$ cat src/rtl/mem_arbiter_pkg.sv
// Shared types and constants for the main-memory arbiter.
// Owner state encodings, requester IDs and the carry-lookahead add helper.
package mem_arbiter_pkg;

    localparam int ARB_BURST_LEN = 8;
    localparam int ARB_CNT_W     = 4;
    localparam int ARB_ADDR_W    = 16;
    localparam int ARB_DATA_W    = 16;

    typedef enum logic [1:0] {
        IDLE  = 2'b00,
        OWN_I = 2'b01,
        OWN_D = 2'b10
    } arb_state_t;

    typedef enum logic {
        REQ_I = 1'b0,
        REQ_D = 1'b1
    } req_id_t;

    // 4-bit carry-lookahead adder shared with the pipeline ALU.
    function automatic logic [3:0] cla_add4(
        input logic [3:0] a,
        input logic [3:0] b,
        input logic       cin
    );
        logic [2:0] g;
        logic [3:0] p;
        logic [3:0] c;
        g    = a[2:0] & b[2:0];
        p    = a ^ b;
        c[0] = cin;
        c[1] = g[0] | (p[0] & cin);
        c[2] = g[1] | (p[1] & g[0])
             | (p[1] & p[0] & cin);
        c[3] = g[2] | (p[2] & g[1])
             | (p[2] & p[1] & g[0])
             | (p[2] & p[1] & p[0] & cin);
        return p ^ c;
    endfunction

endpackage

$ cat src/rtl/mem_arbiter_if.sv
// Memory-side bus between the arbiter and the main memory model.
// The arbiter is master; memory only returns the read-valid strobe.
interface mem_arbiter_if;
    import mem_arbiter_pkg::*;

    logic                  mem_enable;
    logic                  mem_wr;
    logic [ARB_ADDR_W-1:0] mem_addr;
    logic [ARB_DATA_W-1:0] mem_wdata;
    logic                  mem_data_valid;

    modport master (
        output mem_enable,
        output mem_wr,
        output mem_addr,
        output mem_wdata,
        input  mem_data_valid
    );

    modport slave (
        input  mem_enable,
        input  mem_wr,
        input  mem_addr,
        input  mem_wdata,
        output mem_data_valid
    );

endinterface

$ cat src/rtl/mem_outstanding_ctr.sv
// Saturating up/down count of memory reads still awaiting data.
// next_zero lets the owner release in the cycle the last read returns.
module mem_outstanding_ctr
    import mem_arbiter_pkg::*;
#(
    parameter int BURST_LEN = ARB_BURST_LEN,
    parameter int CNT_W     = ARB_CNT_W
) (
    input  logic             clk,
    input  logic             rst_n,
    input  logic             inc,
    input  logic             dec,
    output logic [CNT_W-1:0] count,
    output logic             next_zero
);

    localparam logic [CNT_W-1:0] MAX = CNT_W'(BURST_LEN);

    logic [CNT_W-1:0] cnt_q;
    logic [CNT_W-1:0] cnt_d;
    logic             dec_ok;

    assign dec_ok = dec && (cnt_q != '0);

    // Decrement is an add of all-ones through the same adder.
    always_comb begin
        cnt_d = cnt_q;
        if (inc && !dec_ok && cnt_q != MAX) begin
            cnt_d = CNT_W'(cla_add4(4'(cnt_q), 4'h1, 1'b0));
        end else if (dec_ok && !inc) begin
            cnt_d = CNT_W'(cla_add4(4'(cnt_q), 4'hF, 1'b0));
        end
    end

    always_ff @(posedge clk or negedge rst_n) begin
        if (!rst_n) begin
            cnt_q <= '0;
        end else begin
            cnt_q <= cnt_d;
        end
    end

    assign count     = cnt_q;
    assign next_zero = (cnt_d == '0);

endmodule

$ cat src/rtl/mem_arbiter.sv
// Round-robin owner arbiter between the I-cache and D-cache for main memory.
// The grant is held for a whole fill until every outstanding read returns.
module mem_arbiter
    import mem_arbiter_pkg::*;
#(
    parameter int BURST_LEN = ARB_BURST_LEN,
    parameter int CNT_W     = ARB_CNT_W
) (
    input  logic                  clk,
    input  logic                  rst_n,
    input  logic                  i_req,
    input  logic                  i_mem_enable,
    input  logic [ARB_ADDR_W-1:0] i_addr,
    output logic                  i_grant,
    output logic                  i_data_valid,
    input  logic                  d_req,
    input  logic                  d_mem_enable,
    input  logic                  d_wr,
    input  logic [ARB_ADDR_W-1:0] d_addr,
    input  logic [ARB_DATA_W-1:0] d_wdata,
    output logic                  d_grant,
    output logic                  d_data_valid,
    output logic                  d_wr_ack,
    mem_arbiter_if.master         mem,
    output logic                  spurious_valid
);

    arb_state_t       state_q;
    arb_state_t       state_d;
    req_id_t          served_q;
    req_id_t          served_d;
    logic             pick_i;
    logic             pick_d;
    logic             grant_i;
    logic             grant_d;
    logic             rd_issue;
    logic             ctr_zero;
    logic             ctr_next_zero;
    logic             valid_ok;
    logic             spur_q;
    logic [CNT_W-1:0] outstanding;

    mem_outstanding_ctr #(
        .BURST_LEN (BURST_LEN),
        .CNT_W     (CNT_W)
    ) u_ctr (
        .clk       (clk),
        .rst_n     (rst_n),
        .inc       (rd_issue),
        .dec       (mem.mem_data_valid),
        .count     (outstanding),
        .next_zero (ctr_next_zero)
    );

    assign ctr_zero = (outstanding == '0);

    always_ff @(posedge clk or negedge rst_n) begin
        if (!rst_n) begin
            state_q  <= IDLE;
            served_q <= REQ_I;
        end else begin
            state_q  <= state_d;
            served_q <= served_d;
        end
    end

    // A tie goes to whoever was not served last.
    always_comb begin
        pick_i = 1'b0;
        pick_d = 1'b0;
        if (state_q == IDLE) begin
            if (i_req && d_req) begin
                pick_d = (served_q == REQ_I);
                pick_i = (served_q == REQ_D);
            end else begin
                pick_i = i_req;
                pick_d = d_req;
            end
        end
    end

    always_comb begin
        state_d  = state_q;
        served_d = served_q;
        unique case (state_q)
            IDLE: begin
                if (pick_i) begin
                    state_d = OWN_I;
                end else if (pick_d) begin
                    state_d = OWN_D;
                end
            end
            OWN_I: begin
                if (!i_req && ctr_next_zero) begin
                    state_d  = IDLE;
                    served_d = REQ_I;
                end
            end
            OWN_D: begin
                if (!d_req && ctr_next_zero) begin
                    state_d  = IDLE;
                    served_d = REQ_D;
                end
            end
            default: state_d = IDLE;
        endcase
    end

    // Grants are masked by rst_n so nothing leaks out while held in reset.
    always_comb begin
        grant_i = rst_n && (state_q == OWN_I || pick_i);
        grant_d = rst_n && (state_q == OWN_D || pick_d);

        mem.mem_enable = 1'b0;
        mem.mem_addr   = '0;
        if (grant_i) begin
            mem.mem_enable = i_mem_enable;
            mem.mem_addr   = i_addr;
        end else if (grant_d) begin
            mem.mem_enable = d_mem_enable;
            mem.mem_addr   = d_addr;
        end
        mem.mem_wr    = d_wr && grant_d;
        mem.mem_wdata = (grant_i || grant_d) ? d_wdata : '0;

        rd_issue = (grant_i && i_mem_enable)
                || (grant_d && d_mem_enable && !d_wr);
        d_wr_ack = grant_d && d_mem_enable && d_wr;

        valid_ok     = mem.mem_data_valid && !ctr_zero;
        i_data_valid = valid_ok && (state_q == OWN_I);
        d_data_valid = valid_ok && (state_q == OWN_D);

        i_grant = grant_i;
        d_grant = grant_d;
    end

    always_ff @(posedge clk or negedge rst_n) begin
        if (!rst_n) begin
            spur_q <= 1'b0;
        end else if (mem.mem_data_valid && ctr_zero) begin
            spur_q <= 1'b1;
        end
    end

    assign spurious_valid = spur_q;

endmodule

$ cat src/flat_wrapper.sv
// flat-port wrapper written by rule: the top's interface ports become plain ports
module mem_arbiter_flat import mem_arbiter_pkg::*;
#(
    parameter int BURST_LEN = ARB_BURST_LEN,
    parameter int CNT_W     = ARB_CNT_W
)
  (clk, rst_n, i_req, i_mem_enable, i_addr, i_grant, i_data_valid, d_req, d_mem_enable, d_wr, d_addr, d_wdata, d_grant, d_data_valid, d_wr_ack, spurious_valid, mem_mem_enable, mem_mem_wr, mem_mem_addr, mem_mem_wdata, mem_mem_data_valid);
  mem_arbiter_if mem_i ();
  input  logic clk;
  input  logic rst_n;
  input  logic i_req;
  input  logic i_mem_enable;
  input  logic [ARB_ADDR_W-1:0] i_addr;
  output logic i_grant;
  output logic i_data_valid;
  input  logic d_req;
  input  logic d_mem_enable;
  input  logic d_wr;
  input  logic [ARB_ADDR_W-1:0] d_addr;
  input  logic [ARB_DATA_W-1:0] d_wdata;
  output logic d_grant;
  output logic d_data_valid;
  output logic d_wr_ack;
  output logic spurious_valid;
  output wire logic [$bits(mem_i.mem_enable)-1:0] mem_mem_enable;
  output wire logic [$bits(mem_i.mem_wr)-1:0] mem_mem_wr;
  output wire logic [$bits(mem_i.mem_addr)-1:0] mem_mem_addr;
  output wire logic [$bits(mem_i.mem_wdata)-1:0] mem_mem_wdata;
  input wire logic [$bits(mem_i.mem_data_valid)-1:0] mem_mem_data_valid;
  assign mem_mem_enable = mem_i.mem_enable;
  assign mem_mem_wr = mem_i.mem_wr;
  assign mem_mem_addr = mem_i.mem_addr;
  assign mem_mem_wdata = mem_i.mem_wdata;
  assign mem_i.mem_data_valid = mem_mem_data_valid;
  mem_arbiter #(.BURST_LEN(BURST_LEN), .CNT_W(CNT_W)) u_core (.clk(clk), .rst_n(rst_n), .i_req(i_req), .i_mem_enable(i_mem_enable), .i_addr(i_addr), .i_grant(i_grant), .i_data_valid(i_data_valid), .d_req(d_req), .d_mem_enable(d_mem_enable), .d_wr(d_wr), .d_addr(d_addr), .d_wdata(d_wdata), .d_grant(d_grant), .d_data_valid(d_data_valid), .d_wr_ack(d_wr_ack), .mem(mem_i), .spurious_valid(spurious_valid));
endmodule
$ cat config.mk
export PLATFORM = sky130hd
export DESIGN_NAME = mem_arbiter_flat
export DESIGN_NICKNAME = d
export VERILOG_FILES = /design/src/rtl/mem_arbiter_pkg.sv /design/src/rtl/mem_arbiter_if.sv /design/src/rtl/mem_outstanding_ctr.sv /design/src/rtl/mem_arbiter.sv /design/src/flat_wrapper.sv
export SDC_FILE = /design/constraint.sdc
export NUM_CORES = 1
export LEC_CHECK = 0
export ABC_AREA = 1
export BUFFER_PORTS_ARGS = -buffer_cell sky130_fd_sc_hd__clkbuf_2
export CORE_ASPECT_RATIO = 1.5
export CORE_UTILIZATION = 38
export CTS_CLUSTER_DIAMETER = 200
export DETAILED_ROUTE_END_ITERATION = 16
export PLACE_DENSITY = 0.86
export RECOVER_POWER = 100
export SKIP_CTS_REPAIR_TIMING = 1
export SLEW_MARGIN = 20
export SYNTH_ARGS = -nofsm -noshare
export SYNTH_HDL_FRONTEND = slang
export SYNTH_SLANG_ARGS = --single-unit
export TNS_END_PERCENT = 5
$ cat constraint.sdc
create_clock -name clk -period 2.33 [get_ports clk]
set_clock_uncertainty 0.05 [all_clocks]
set_input_delay 0.1165 -clock clk [delete_from_list [all_inputs] [get_ports clk]]
set_output_delay 0.1165 -clock clk [all_outputs]
set_load 0.005 [all_outputs]
==> flow_summary.ini <==
[cells_and_area]
drive_gt1_share_pct = 44.8
final_nets = 351
layout_commonest_cell = clkbuf_2
finish.utilization_pct = 64.7
finalInstanceArea_um2 = 1770
diodes = 0
stdcell_count = 325
area_growth_pct = 58.2
layout_common_cells = 94 x clkbuf_2, 56 x nand2_1, 29 x inv_1

[sta]
finalCritPeriodShare_pct = 95.3
slew_headroom_pct = 75.2
final-hold-violation-count = 0
report.final.setup_viol = 0
fmax_ghz = 0.450
holdWs_ns = 0.0520
tightest_slew_ns = 0.371
drv_slew = 0
final.min_clock_period_ns = 2.22

[yosys]
avgSynthCellArea_um2 = 5.98
synth_edf_count = 0
yosys_register_bits = 8
synthCells = 187
synthFlopType = dfrtp_1
synth_top_area_share_pct = 19.1
netlist_top_cells_area = nand2_1 19%, dfrtp_1 18%, nand3_1 11%
async_reset_ff_share_pct = 100
ys_seq_area_share_pct = 17.9
synth.largest_area_cell = nand2_1
ys.warnings.count = 0
synth_cell_types = 22
post_synth_instance_area_um2 = 1120
synth_fp_nets = 248

[power]
vdd_drop_max_v = 0.000654
power.density_nw_per_um2 = 1090
p_leak_nw = 1.13
power_w = 0.00192

[worst_setup_path]
setup.worst_path.class = reg -> reg
max_stage_delay_ns = 0.40
critPathRequiredTime_ns = 2.40
start_kind = flop
crit_chain = inv_1 -> ha_1 -> inv_1 -> nand2_1 -> nand4_4 -> nand2_4 -> nand2_4 -> nand3_1 -> nand2_2 -> nor2_4 -> nand3_2 -> nand2_4 -> nand3_2 -> nand2_1 -> nand2_1
worstSetupEndpointType = flop
worstPathMaxFanout = 5
cp.arrival_ns = 2.29
slowest_stage = dfrtp_1

[cts]
cts_max_level = 1
cts_buffers = 3
cts_sinks = 8
clk_path_buf_depth = 2
worstSkewPairLatency_ns = 0.24
cts_tree = built
path_clk_slew_ns = 0.05
root_buffer = clkbuf_8

[die]
die_w_um = 46.3
die_h_um = 68.5
initial_core_util_pct = 40.9
io-pin-count = 96
core_area_um2 = 2730
dieArea_um2 = 3170
rows = 23

[route]
wirelength_um = 3790
vias_per_cell = 4.73
drt_first_pass_iters = 4
wl_per_cell_um = 11.7
ant_nets = 0
drcViolationCount = 0
drt_iter0_markers = 32
vias = 1536

[place]
placedInstanceArea_um2 = 1660
place_inst = 319
place_congestion = 0.964
hpwlAfterDp_um = 3080
io_buffers = 95

[status]
outcome = complete, no violations

[min_path]
worstHoldPathType = in -> reg

[global_routing]
track_usage_pct = 23.1
antenna_found_initial = 0
gr-total-overflow = 0
grt_max_degree = 18
grt_pass1_vias = 1284
grt_pass1_wl_um = 5310

[run]
maxCapViolCount = 0
[cell usage after synthesis (2+ instances only)]
| library cell | number |
|---|---|
| nand3_1 | 25 |
| inv_1 | 31 |
| nor2_4 | 3 |
| clkbuf_1 | 4 |
| nand4_1 | 5 |
| nor2_1 | 21 |
| nand2_1 | 57 |
| nand2_4 | 4 |
| nand3_2 | 5 |
| xor2_1 | 4 |
| dfrtp_1 | 8 |
| nor2_2 | 2 |
| nand2_2 | 4 |
| ha_1 | 5 |
| clkinv_1 | 2 |
[state kept, by name, indices dropped and copies added, names as in the netlist]
| name | cells |
|---|---|
| u_core.u_ctr.count | 4 |
| u_core.spurious_valid | 1 |
| u_core.state_q | 2 |
| u_core.served_q | 1 |
[where the power goes]
part / leakage [nW] / internal (W) / total, W / switching, W
combinational: 1.01 / 0.000598 / 0.00147 / 0.000868
sequential: 0.0979 / 0.000200 / 0.000278 / 0.0000776
clock: 0.0216 / 0.000113 / 0.000177 / 0.0000638
[through the flow]
stage               setup slack [ns]  setup TNS (ns)
global placement               0.132               0
finish                         0.109               0
floorplan                      0.289               0
detailed placement            0.0435               0
global route                 -0.0129         -0.0231
CTS                          -0.0228         -0.0228
[final cells by class]
class / instances / area [um2]
fillers: 255 / 965
multi-input cells: 141 / 825
repair buffers: 102 / 529
flip-flops and latches: 8 / 200
inverters: 34 / 128
well taps: 37 / 46.3
clock buffers: 3 / 41.3
[logic make-up after synthesis]
logic type / Yosys count / synth area share [%]
adders and majority gates: 5 / 5.59
DFF: 8 / 17.9
and+or+nand+nor: 128 / 56.8
AOI/OAI and AO/OA: 4 / 3.80
buffers and inverters: 38 / 12.8
xor gates and xnor gates: 4 / 3.13
[final timing paths]
| kind | cells after the start | from | end | slack (ns) |
|---|---|---|---|---|
| max reg2reg | 15 | u_core.state_q[0] | u_core.state_q[0] | 0.11 |
| max | 15 | u_core.state_q[0] | u_core.state_q[0] | 0.11 |
| min | 2 | mem_mem_data_valid | u_core.spurious_valid | 0.05 |
| min reg2reg | 1 | u_core.spurious_valid | u_core.spurious_valid | 0.41 |
| min in group asynchronous | 2 | rst_n | u_core.u_ctr.count[3] | 0.28 |
| max in group asynchronous | 2 | rst_n | u_core.state_q[0] | 1.68 |
[worst max-delay path: cells and delay by family (launching register included)]
family,cells,cell delay (ns)
simple gates,12,1.24
flops,1,0.40
fa+ha+maj,1,0.25
buf+inv,2,0.17
[layer usage]
layer  global-route usage, %  share of wire [%]
met1                    27.6                 41
met2                    39.2                 48
met3                    2.37                8.7
met4                    11.8                1.7
met5                       0                  0
No activity file was read; power rests on OpenSTA's default activity.
